`config.mk`:
```
export PLATFORM = sky130hd
export DESIGN_NAME = seven_seg_scan
export DESIGN_NICKNAME = d
export VERILOG_FILES = /design/src/rtl/seven_seg_scan_pkg.sv /design/src/rtl/seven_seg_scan_hex_to_seg.sv /design/src/rtl/seven_seg_scan.sv
export SDC_FILE = /design/constraint.sdc
export NUM_CORES = 1
export LEC_CHECK = 0
export CORE_AREA = 4 4 69 77
export CTS_CLUSTER_SIZE = 20
export DETAILED_ROUTE_END_ITERATION = 8
export DIE_AREA = 0 0 73 81
export PLACE_DENSITY_LB_ADDON = 0.25
export SLEW_MARGIN = 15
export SYNTH_ARGS = -nofsm -noshare
export SYNTH_HDL_FRONTEND = slang
export SYNTH_HIERARCHICAL = 1
export SYNTH_SLANG_ARGS = --single-unit
```
`constraint.sdc`:
```
create_clock -name clk -period 2.45 [get_ports clk]
set_input_delay 0.245 -clock clk [delete_from_list [all_inputs] [get_ports clk]]
set_output_delay 0.245 -clock clk [all_outputs]
set_load 0.05 [all_outputs]
```
`src/rtl/seven_seg_scan_pkg.sv`:
```
// Shared display definitions: segment patterns, idle drive levels, scan states
// and the anode-select helper used by the scan controller.
package seven_seg_scan_pkg;

  // Active-low segment patterns, bit order {g,f,e,d,c,b,a}.
  localparam logic [6:0] SEG_0 = 7'b1000000;
  localparam logic [6:0] SEG_1 = 7'b1111001;
  localparam logic [6:0] SEG_2 = 7'b0100100;
  localparam logic [6:0] SEG_3 = 7'b0110000;
  localparam logic [6:0] SEG_4 = 7'b0011001;
  localparam logic [6:0] SEG_5 = 7'b0010010;
  localparam logic [6:0] SEG_6 = 7'b0000010;
  localparam logic [6:0] SEG_7 = 7'b1111000;
  localparam logic [6:0] SEG_8 = 7'b0000000;
  localparam logic [6:0] SEG_9 = 7'b0010000;
  localparam logic [6:0] SEG_A = 7'b0001000;
  localparam logic [6:0] SEG_B = 7'b0000011;
  localparam logic [6:0] SEG_C = 7'b1000110;
  localparam logic [6:0] SEG_D = 7'b0100001;
  localparam logic [6:0] SEG_E = 7'b0000110;
  localparam logic [6:0] SEG_F = 7'b0001110;

  localparam logic [6:0] SEG_OFF = 7'h7F;
  localparam logic [7:0] AN_OFF  = 8'hFF;

  typedef enum logic [1:0] {
    IDLE  = 2'd0,
    BLANK = 2'd1,
    SHOW  = 2'd2
  } state_t;

  // One-hot-low anode for digit idx, or all anodes off when the digit is disabled.
  function automatic logic [7:0] an_select(input logic [2:0] idx, input logic lit);
    logic [7:0] onehot;
    onehot = 8'b0000_0001 << idx;
    return lit ? ~onehot : AN_OFF;
  endfunction

endpackage

```
`src/rtl/seven_seg_scan_hex_to_seg.sv`:
```
// Combinational hex digit to active-low seven-segment decoder.
module hex_to_seg
  import seven_seg_scan_pkg::*;
(
  input  logic [3:0] code,
  output logic [6:0] seg
);

  always_comb begin
    // NOTE: default first so every path assigns seg and no latch is inferred.
    seg = SEG_OFF;
    case (code)
      4'h0: seg = SEG_0;
      4'h1: seg = SEG_1;
      4'h2: seg = SEG_2;
      4'h3: seg = SEG_3;
      4'h4: seg = SEG_4;
      4'h5: seg = SEG_5;
      4'h6: seg = SEG_6;
      4'h7: seg = SEG_7;
      4'h8: seg = SEG_8;
      4'h9: seg = SEG_9;
      4'hA: seg = SEG_A;
      4'hB: seg = SEG_B;
      4'hC: seg = SEG_C;
      4'hD: seg = SEG_D;
      4'hE: seg = SEG_E;
      4'hF: seg = SEG_F;
      default: seg = SEG_OFF;
    endcase
  end

endmodule

```
`src/rtl/seven_seg_scan.sv`:
```
// Eight-digit common-anode scan driver: walks num through the digit mux,
// decodes the returned code and lights one anode per slot with a blank gap.
module seven_seg_scan
  import seven_seg_scan_pkg::*;
#(
  parameter int SCAN_DIV  = 100000,
  parameter int BLANK_CYC = 1000
) (
  input  logic       clk,
  input  logic       rst,
  input  logic       en,
  input  logic [7:0] digit_en,
  input  logic [7:0] dp,
  input  logic [3:0] code,
  output logic [2:0] num,
  output logic [7:0] an,
  output logic [6:0] seg,
  output logic       dp_n,
  output logic       frame_tick
);

  localparam int CW = $clog2(SCAN_DIV);
  localparam logic [CW-1:0] SHOW_LAST  = CW'(SCAN_DIV - 1);
  localparam logic [CW-1:0] BLANK_LAST = CW'(BLANK_CYC - 1);

  state_t        state;
  logic [CW-1:0] cnt;
  logic [6:0]    seg_dec;

  hex_to_seg u_dec (
    .code (code),
    .seg  (seg_dec)
  );

  // NOTE: sequential state uses non-blocking assignments so every register
  // samples pre-edge values, and all registers clear asynchronously on rst.
  always_ff @(posedge clk or posedge rst) begin
    if (rst) begin
      state      <= IDLE;
      cnt        <= '0;
      num        <= 3'd0;
      an         <= AN_OFF;
      seg        <= SEG_OFF;
      dp_n       <= 1'b1;
      frame_tick <= 1'b0;
    end else begin
      // Decode runs in every state; only the anodes decide what is visible.
      seg        <= seg_dec;
      dp_n       <= ~dp[num];
      frame_tick <= 1'b0;

      if (!en) begin
        state <= IDLE;
        cnt   <= '0;
        num   <= 3'd0;
        an    <= AN_OFF;
      end else begin
        case (state)
          IDLE: begin
            state <= BLANK;
            cnt   <= '0;
            an    <= AN_OFF;
          end

          BLANK: begin
            if (cnt == BLANK_LAST) begin
              state <= SHOW;
              cnt   <= '0;
              an    <= an_select(num, digit_en[num]);
            end else begin
              cnt <= cnt + CW'(1);
              an  <= AN_OFF;
            end
          end

          SHOW: begin
            if (cnt == SHOW_LAST) begin
              state      <= BLANK;
              cnt        <= '0;
              num        <= num + 3'd1;
              an         <= AN_OFF;
              frame_tick <= (num == 3'd7);
            end else begin
              // Re-evaluated each cycle so a digit_en change lands on the next edge.
              cnt <= cnt + CW'(1);
              an  <= an_select(num, digit_en[num]);
            end
          end

          default: begin
            state <= IDLE;
            cnt   <= '0;
            num   <= 3'd0;
            an    <= AN_OFF;
          end
        endcase
      end
    end
  end

endmodule

```
==> results by group, run 1 <==
Setup path
  • Worst reg2reg startpoint: cnt[12]$_DFF_PP0_
  • Setup CP Type: flop to flop
  • Worst Setup End Kind: flop
  • CP most frequent cell: or4_4
  • FF-to-FF End: cnt[8]$_DFF_PP0_
  • Setup crit end: cnt[8]$_DFF_PP0_
  • Crit path max fanout: 17
  • Critical-path top delay cell: or4_4
  • Critical path launch point type: flop
  • Critical path required time: around 2.6 ns
  • Crit-path max cell delay: 0.54 ns
  • R2R setup slack: 0.27 ns
  • Critical-path cell list: or4_4 -> or4_4 -> a21oi_4 -> buf_4 -> nor3_1
  • Critical path arrival: between 2 and 2.5 ns
  • R2R cell count: 5
  • Critical Path Source: cnt[12]$_DFF_PP0_

Pwr
  • Int Pwr: 1357 uW
  • Tot Pwr: between 2000 and 2500 uW
  • Sw Ratio: roughly 39%
  • Clock share of power: a little over a fifth
  • Net switching power: roughly 860 uW
  • Worst vdd ir: between 400 and 500 uV
  • LEAKAGE: ~0.0012 uW
  • Logic pwr share: 42.1%
  • P per Cell Area: 767.5 nW/um2
  • Seq pwr share: 36.1%

Placed design
  • Number of cells after detailed placement: between 300 and 400
  • GPL Wtd Cong: 0.8260
  • DP HPWL: 3453 um
  • Number of port buffers: between 40 and 50

Timing
  • Slew @ Worst Pin: between 0.5 and 0.6 ns
  • FMAX: 0.4592 GHz
  • Final setup violation count: 0
  • Setup TNS: 0 ns
  • Max transition margin: between 60% and 70%
  • Crit path time final: 2.178 ns
  • Setup repair after global routing missed its margin: false
  • Tcrit/Tclk final: between 80% and 90%
  • Fin Clk Skew: 0.005793 ns
  • Final hold violations: 0
  • Slew Viols, Final: 0

Detailed routing
  • DRT antenna net count: 0
  • DRC violation count after routing: 0
  • Via density: 5.687
  • Vias: roughly 1800
  • WL/cell: around 15 um
  • Initial DRC count: between 80 and 90
  • WL final: roughly 4600 um
  • Drt pass-1 iters: 4

Synthesis
  • Seq/Total Area, Yosys: between 40% and 50%
  • Syn avg cell area: 11.16 um2
  • Netlist Area Pre-Place: ~2300 um2
  • Yosys warns: 6
  • Primary FF master, synth: dfrtp_1
  • Synth Net Count: around 250
  • Synth Register Bits: 39
  • Asr flop ratio synth: 100.0%
  • Number of synthesized flops with an enable pin: 0
  • Distinct cells, synth: 43
  • Post-Synthesis Cells: 206

GRT
  • Vias in the first global route: between 1500 and 2000
  • Initial antenna violation count: 0
  • Largest net degree at the start of global routing: 40
  • GRT Total Usage: 16.95%
  • First-pass GRT wire length: between 7000 and 8000 um
  • Total grt overflow: 0

Finish
  • Final nets: roughly 290
  • Share of post-route cells with drive strength above 1: 17.32%
  • Non-filler cells, final: just over 300
  • Antenna Diode Count: 0
  • Syn-to-layout area delta: 25.69%
  • Fillers: about 400

Floorplan
  • FP Rows: 26
  • Core ar.: 4587 um2
  • IO Count: 43
  • Die extent in y: between 80 and 90 um
  • Initial Util: ~50%
  • Die ar.: between 5000 and 6000 um2
  • Die width: 73 um

Clock tree
  • Clock sinks: 39
  • Clk_lat worst skew: just under 0.3 ns
  • CTS tree: built
  • Post-cts gate resize count: 0
  • Number of setup buffers added after CTS: 0
  • CTS max path bufs: 2
  • TritonCTS Buffers: 5
  • # H-tree levels: 2
  • Root buf cell: clkbuf_8
  • Clock-pin slew on the worst setup and hold paths: ~0.08 ns
  • Hold buffers post-CTS: 0

Hold path
  • HP Class: input pin to asynchronous set/reset pin

Job
  • Max-Cap Viols: 0

Run status
  • Outcome: completed
==> per-stage QoR <==
stage	worst slack, ns	utilization, %	cell area [um2]	hold WS, ns
after floorplan	0.3494	-	2298	0.3202
final	0.2725	62.98	2889	0.3587
after global routing	0.1796	62.98	2889	0.4137
after detailed placement	0.2752	60.72	2785	0.4707
after CTS	0.2667	62.98	2889	0.3715
after global placement	0.3208	60.72	2785	0.4604
==> cell type report <==
| class | instances | area [um2] | share of cell area [%] |
|---|---|---|---|
| clock buffers | 7 | 96.34 | 3.335 |
| clock inverters | 1 | 7.507 | 0.2599 |
| inverters | 11 | 41.29 | 1.429 |
| multi-input cells | 149 | 1220 | 42.23 |
| flip-flops and latches | 39 | 996.0 | 34.47 |
| well taps | 56 | 70.07 | 2.425 |
| repair buffers | 47 | 457.9 | 15.85 |
==> cell families (layout without fill, tap and decap cells) <==
kind of cell	Yosys count	count (layout)	synth area share, %
mux	16	16	9.854
simple gates	74	74	19.16
xor+xnor	10	10	3.811
compound gates	31	31	10.45
flops	39	39	43.33
fa+ha+maj	18	18	9.799
buf+inv	18	66	3.592
==> cells in the final DEF (no fill, tap or decap), types with 4 or more instances in the layout <==
cell type,count
nand2_1,20
a21o_1,6
clkbuf_8,7
dfstp_2,16
clkdlybuf4s50_1,42
mux4_2,4
inv_1,10
nand3_1,8
nor3_2,5
nand4_1,5
dfrtp_1,23
nor3_1,8
xor2_1,7
o21ai_0,10
ha_1,18
a211oi_1,5
buf_4,5
or3_1,6
mux2i_1,11
==> sequential cells by signal (all words and copies together) (netlist names) <==
register / flops
an: 8
cnt: 17
dp_n: 1
frame_tick: 1
num: 3
seg: 7
state: 2
==> worst min path at each step <==
| stage | startpoint | end | slack, ns | cells after the start |
|---|---|---|---|---|
| 2_1_floorplan | code[2] | seg[0]$_DFF_PP1_ | 0.32 | 1 |
| 3_3_place_gp | cnt[0]$_DFF_PP0_ | cnt[0]$_DFF_PP0_ | 0.46 | 1 |
| 3_5_place_dp | cnt[0]$_DFF_PP0_ | cnt[0]$_DFF_PP0_ | 0.47 | 1 |
| 4_1_cts | rst | cnt[6]$_DFF_PP0_ | 0.37 | 3 |
| 5_1_grt | rst | cnt[8]$_DFF_PP0_ | 0.41 | 3 |
| 6_report | rst | cnt[6]$_DFF_PP0_ | 0.36 | 3 |
==> per-layer routing <==
metal  vias up  GRT usage [%]  share of wire (%)
met2        44          30.86                 52
met3         6          4.950                6.7
met1       872          18.73                 40
met4         0          5.351                1.2
met5         -              0                  0
li1        841              -                  -
==> power groups by stage <==
stage | combinational (uW) | sequential [uW] | clock (uW)
detailed placement | 942 | 814 | 0
CTS | 945 | 803 | 497
finish | 934 | 801 | 482
floorplan | 475 | 1030 | 0
global placement | 922 | 807 | 0
global route | 1000 | 811 | 531
==> cells in the mapped netlist, types with 4 or more instances <==
cell type | number | area share, %
a211oi_1 | 5 | 1.6
a21o_1 | 6 | 2.0
clkbuf_1 | 4 | 0.65
dfrtp_1 | 23 | 25
dfstp_2 | 16 | 18
ha_1 | 18 | 9.8
inv_1 | 10 | 1.6
mux2i_1 | 11 | 4.8
mux4_2 | 4 | 3.9
nand2_1 | 20 | 3.3
nand3_1 | 8 | 1.7
nand4_1 | 5 | 1.4
nor3_1 | 8 | 1.7
nor3_2 | 5 | 2.2
o21ai_0 | 10 | 2.2
or3_1 | 6 | 1.6
xor2_1 | 7 | 2.7
==> critical path: cells and delay by family, from the launching register on <==
family          cells  cell delay [ns]
simple gates        3             1.16
flops               1             0.42
buf+inv             1             0.27
compound gates      1             0.20
Power figures use the tool's default switching activity.
==> run 2, diff against run 1 <==
--- a/config.mk
+++ b/config.mk
@@ -5,13 +5,15 @@
 export SDC_FILE = /design/constraint.sdc
 export NUM_CORES = 1
 export LEC_CHECK = 0
-export CORE_AREA = 4 4 69 77
+export CORE_AREA = 4 4 67 75
 export CTS_CLUSTER_SIZE = 20
 export DETAILED_ROUTE_END_ITERATION = 8
-export DIE_AREA = 0 0 73 81
+export DIE_AREA = 0 0 71 79
+export DONT_BUFFER_PORTS = 1
 export PLACE_DENSITY_LB_ADDON = 0.25
 export SLEW_MARGIN = 15
 export SYNTH_ARGS = -nofsm -noshare
 export SYNTH_HDL_FRONTEND = slang
 export SYNTH_HIERARCHICAL = 1
 export SYNTH_SLANG_ARGS = --single-unit
+export TNS_END_PERCENT = 30
==> results by group, run 2 (same netlist as run 1, synthesis figures left out) <==
Run status
  • Outcome: finished, violations left
  • Failing checks: hold timing

GRT
  • GRT Total Usage: 18.65% (+1.7 points)
  • Initial antenna violation count: 0 (unchanged)
  • First-pass GRT wire length: 8266 um (+5.3%)
  • Largest net degree at the start of global routing: 28 (-30%)
  • Total grt overflow: 0 (unchanged)
  • Vias in the first global route: 1726 (+0.64%)

Timing
  • Tcrit/Tclk final: 90.13% (+1.2 points)
  • Fin Clk Skew: 0.005260 ns (-0.0005337 ns)
  • Crit path time final: 2.208 ns (+0.03055 ns)
  • Worst hold margin: -0.05920 ns (-0.4179 ns)
  • Setup TNS: 0 ns (unchanged)
  • Final hold violations: 23 (+23)
  • FMAX: 0.4529 GHz (-1.4%)
  • Slew Viols, Final: 0 (unchanged)
  • Max transition margin: 34.45% (-32 points)
  • Slew @ Worst Pin: 0.9772 ns (+0.4736 ns)
  • Final setup violation count: 0 (unchanged)
  • Setup repair after global routing missed its margin: false

Job
  • Max-Cap Viols: 0 (unchanged)

Detailed routing
  • WL/cell: 17.97 um (+21%)
  • WL final: 4798 um (+4.0%)
  • DRT antenna net count: 0 (unchanged)
  • Via density: 6.169 (+8.5%)
  • DRC violation count after routing: 0 (unchanged)
  • Vias: 1647 (-6.6%)
  • Initial DRC count: 69 (-18%)
  • Drt pass-1 iters: 4 (unchanged)

Placed design
  • DP HPWL: 3714 um (+7.5%)
  • Area after DPL: 2370 um2 (-15%)
  • GPL Wtd Cong: 0.8325 (+0.79%)
  • Number of port buffers: 0 (-100%)

Setup path
  • Critical-path cell list: or4_4 -> o41a_1 -> a211oi_2 -> o21ai_0
  • Buffers & Inverters on Critical Path: 0 (-1)
  • Crit path max fanout: 8 (-9)
  • R2R setup slack: 0.24 ns (-0.03 ns)
  • Critical Path Stages: 4 (-1)
  • Worst Setup End Kind: flop
  • Critical path launch point type: flop
  • Family with the most delay on the worst path: compound AO/OA/AOI/OAI gates
  • Critical-path top delay cell: or4_4
  • Setup CP Type: flop to flop
  • Critical path required time: 2.63 ns (about the same)
  • Crit-path max cell delay: 0.54 ns (about the same)
  • R2R cell count: 4 (-1)
  • Critical path arrival: 2.39 ns (+0.03 ns)

Pwr
  • Worst vdd ir: 338.7 uV (-24%)
  • LEAKAGE: 0.001019 uW (-13%)
  • Sw Ratio: 38.82% (about the same)
  • Clock share of power: 26.1% (+4.3 points)
  • P per Cell Area: 866.6 nW/um2 (+13%)
  • Net switching power: 838.0 uW (-2.6%)
  • Seq pwr share: 47.8% (+12 points)
  • Int Pwr: 1321 uW (-2.6%)
  • Logic pwr share: 26.1% (-16 points)

Floorplan
  • IO Count: 43 (unchanged)
  • Core ar.: 4254 um2 (-7.3%)
  • Die extent in y: 79 um (-2.5%)
  • Initial Util: 54.03% (+3.9 points)
  • Die width: 71 um (-2.7%)
  • FP Rows: 25 (-3.8%)
  • Die ar.: 5609 um2 (-5.1%)

Clock tree
  • CTS tree: built
  • CTS max path bufs: 2 (unchanged)
  • Clock-pin slew on the worst setup and hold paths: 0.08 ns (about the same)
  • Root buf cell: clkbuf_8
  • TritonCTS Buffers: 5 (unchanged)
  • Clock sinks: 39 (unchanged)
  • Clk_lat worst skew: 0.29 ns (about the same)
  • Post-cts gate resize count: 0 (unchanged)
  • Hold buffers post-CTS: 0 (unchanged)
  • Number of setup buffers added after CTS: 0 (unchanged)
  • # H-tree levels: 2 (unchanged)

Finish
  • Post-route cell area: 2491 um2 (-14%)
  • Syn-to-layout area delta: 8.383%
  • Largest regs: cnt x17, an x8, seg x7
  • Most frequent cells in the layout: 23 x dfrtp_1, 20 x nand2_1, 18 x ha_1
  • Largest reg by FF count: cnt
  • Share of post-route cells with drive strength above 1: 21.13% (+3.8 points)
  • Final nets: 253 (-14%)
  • Antenna Diode Count: 0 (unchanged)
  • Max reg flops: 17 (unchanged)
  • Commonest non-fill, non-tap cell in the layout: dfrtp_1
  • Fillers: 374 (-5.3%)
  • Utilization after layout: 58.56% (-4.4 points)

Hold path
  • HP Class: input pin to asynchronous set/reset pin
[run 2: worst paths after layout]
path | start | end
setup reg to reg | cnt[12]$_DFF_PP0_ | an[3]$_DFF_PP1_
setup / recovery | cnt[12]$_DFF_PP0_ | an[3]$_DFF_PP1_
min in group clk | code[2] | seg[4]$_DFF_PP1_
max in group asynchronous | rst | an[3]$_DFF_PP1_
hold reg to reg | cnt[0]$_DFF_PP0_ | cnt[0]$_DFF_PP0_
hold / removal | rst | frame_tick$_DFF_PP0_
[run 2: power by group through the flow]
stage               logic, uW  registers (uW)  clock network (uW)
floorplan                 475            1030                   0
global placement          547            1040                   0
detailed placement        567            1050                   0
CTS                       572            1040                 576
global route              628            1040                 602
finish                    563            1030                 563
[run 2: worst register-to-register path: stages, from the launching register on]
cell and delay [ns]:
dfrtp_1 0.42, or4_4 0.54, o41a_1 0.50, a211oi_2 0.41
o21ai_0 0.22
[run 2: area by class of cell]
class / count / area (um2) / share of cell area [%]
multi-input combinational: 149 / 1220 / 48.97
clock buffer: 6 / 82.58 / 3.315
tap: 54 / 67.56 / 2.712
inverter: 11 / 41.29 / 1.657
timing repair buffer: 6 / 45.04 / 1.808
clock inverter: 2 / 38.79 / 1.557
sequential: 39 / 996.0 / 39.98
[run 2: per-stage QoR]
stage | hold slack (ns) | power [uW] | std cells | setup WS (ns)
global route | 0.003831 | 2271 | 267 | 0.09219
finish | -0.05920 | 2159 | 267 | 0.2419
CTS | 0.05519 | 2184 | 267 | 0.2421
detailed placement | 0.3694 | 1615 | 259 | 0.2470
global placement | 0.3421 | 1588 | 259 | 0.3193
floorplan | 0.3202 | 1507 | 206 | 0.3494
[run 2: metal layers]
metal  vias to the layer above  global-route usage (%)  share of wire [%]
met3                        15                   5.316                5.6
met2                        56                   34.04                 54
li1                        753                       -                  -
met4                         0                   7.707                2.8
met1                       823                   19.97                 38
met5                         -                       0                  0
==> patch: new RTL, config.mk and constraints of run 1 <==
The parameter `BLANK_CYC` goes from 1000 to 512.
--- a/src/rtl/seven_seg_scan.sv
+++ b/src/rtl/seven_seg_scan.sv
@@ -5,5 +5,5 @@
 #(
   parameter int SCAN_DIV  = 100000,
-  parameter int BLANK_CYC = 1000
+  parameter int BLANK_CYC = 512
 ) (
   input  logic       clk,
Formal check against the unedited RTL: same outputs for any inputs over 10 cycles, from zero or initial values and one cycle with rst high; that may be too few to reach the edited logic, so the function may still have changed.
==> patch against run 1 <==
  * Design area about the same
  * Via count decreased by 2.8%
  * Global-route usage decreased by 0.50 points
  * Worst setup slack got worse by 0.069 ns
  * Area after synthesis decreased by 0.93%
  * Combinational power increased by 0.4%
  * Power increased by 1.4%
  * Wire length decreased by 5.0%
  * Sequential power about the same
  * Sequential cell count unchanged
  * Non-clock buffer count unchanged
  * Die area unchanged
  * Critical endpoint is now cnt[14]
  * Largest power group unchanged
==> patch: results (changes against run 1) <==
setup_path:
  arrival_ns: 2.39  # was 2.36 ns
  path_max_fanout: 17  # unchanged
  path_class: "flip-flop to flip-flop"  # unchanged
  r2r-end: "cnt[14]"  # was cnt[8]
  rr_worst_depth: 5  # unchanged
  cp-startpoint: "cnt[11]"  # was cnt[12]
clocking:
  cts_root_buffer: "clkbuf_8"  # unchanged
  clkTransAtPathRegs_ns: 0.08  # about the same
  cts_sinks: 39  # unchanged
  clk_path_buf_depth: 2  # unchanged
  cts_setup_buffers: 0  # unchanged
  ctsResizeCount: 0  # unchanged
  clk_latency_ns: 0.29  # about the same
drt:
  top_layer_used: "met4"  # unchanged
  avgViaCountPerCell: 5.473  # was 5.687
  wl_met3_um: 272  # was 310 um
  wl_met1_mm: 1.743  # was 1.851 mm
  finalWirelength_mm: 4.383  # was 4.612 mm
  first_pass_iters: 4  # unchanged
  dr_wl_met2_mm: 2.284  # was 2.396 mm
  drt-initial-drc-count: 56  # was 84
place:
  dp_hpwl_mm: 3.270  # was 3.453 mm
  dpl_cell_area_sq_mm: 0.002784  # was 0.002785 sq mm
  place_congestion: 0.8261  # was 0.8260
  pre_cts_ws_ns: 0.2442  # was 0.2752 ns
grt:
  grt_usage_pct: 16.45  # was 16.95%
  grt_pass1_vias: 1768  # was 1,715
  grt_max_degree: 40  # unchanged
  grt_pass1_wl_mm: 7.652  # was 7.852 mm
final_layout:
  inverters: 15  # was 11
  drive_gt1_share_pct: 14.79  # was 17.32%
  final_cell_area_sq_mm: 0.002890  # was 0.002889 sq mm
  buf_share_pct: 16.28  # was 15.85%
  multi_input_area_share_pct: 41.21  # was 42.23%
  nFillCells: 379  # was 395
  reg_top3: "cnt: 17 flops, an: 8 flops, seg: 7 flops"  # unchanged
  multi_input_gates: 149  # unchanged
  clock_area_share_pct: 3.680  # was 3.595%
  seq_area_sq_um: 996.0  # unchanged
  finalNetCount: 298  # was 294
  final_cell_count_no_fill: 313  # was 310
yosys:
  synth_area_leaders: "dfrtp_1 (25%), dfstp_2 (18%), ha_1 (9.9%)"  # was dfrtp_1 (25%), dfstp_2 (18%), ha_1 (9.8%)
  avgSynthCellArea_sq_um: 10.90  # was 11.16 sq um
  synthTopCellsByCount: "dfrtp_1 (23), ha_1 (18), dfstp_2 (16), nor3_1 (16), inv_1 (14)"  # was dfrtp_1 (23), nand2_1 (20), ha_1 (18)
  synthArstFlopShare_pct: 100.0  # unchanged
  ys_types: 42  # was 43
  synthesis.nets: 250  # was 247
  ys.flop_type: "dfrtp_1"  # unchanged
  ys_seq_area_share_pct: 43.74  # was 43.33%
power_and_ir_drop:
  leakage_nw: 1.165  # was 1.170 nW
  p_switching_mw: 0.8314  # was 0.8607 mW
  ir_drop_uv: 413.4  # was 443.6 uV
sta:
  holdWs_ns: 0.3714  # was 0.3587 ns
  drv_slew: 0  # unchanged
  finClkSkew_ns: 0.007377  # was 0.005793 ns
  post-route-worst-setup-slack_ns: 0.2039  # was 0.2725 ns
  slew_headroom_pct: 60.93  # was 66.32%
hold_path:
  min_path_type: "input pin to asynchronous set/reset pin"  # unchanged
status:
  outcome: "complete, no violations"  # unchanged
-- patch: power groups by stage --
stage	Clock [mW]	Sequential (mW)	Combinational (mW)
after floorplan	0	1.03	0.455
after global routing	0.548	0.812	1.02
final	0.513	0.798	0.938
after detailed placement	0	0.813	0.949
after CTS	0.529	0.800	0.949
after global placement	0	0.808	0.944
-- patch: kinds of logic (layout without fill, tap and decap cells) --
group           count (synthesis)  after routing  share of synthesized area, %
simple gates                   77             77                         19.01
compound gates                 26             26                         8.846
flops                          39             39                         43.74
buf+inv                        21             69                         3.956
xor+xnor                       12             12                         4.615
mux                            16             16                         9.946
fa+ha+maj                      18             18                         9.890
-- patch: worst max-delay path, stage by stage (launching register included) --
cell	delay, ns
dfrtp_1	0.44
or4_1	0.61
or4_4	0.59
a2bb2oi_4	0.22
buf_12	0.17
a211oi_1	0.06
-- patch: layer usage --
metal | up-vias | GRT usage [%]
li1 | 849 | -
met1 | 819 | 18.55
met2 | 39 | 29.70
met3 | 6 | 3.589
met4 | 0 | 6.642
met5 | - | 0
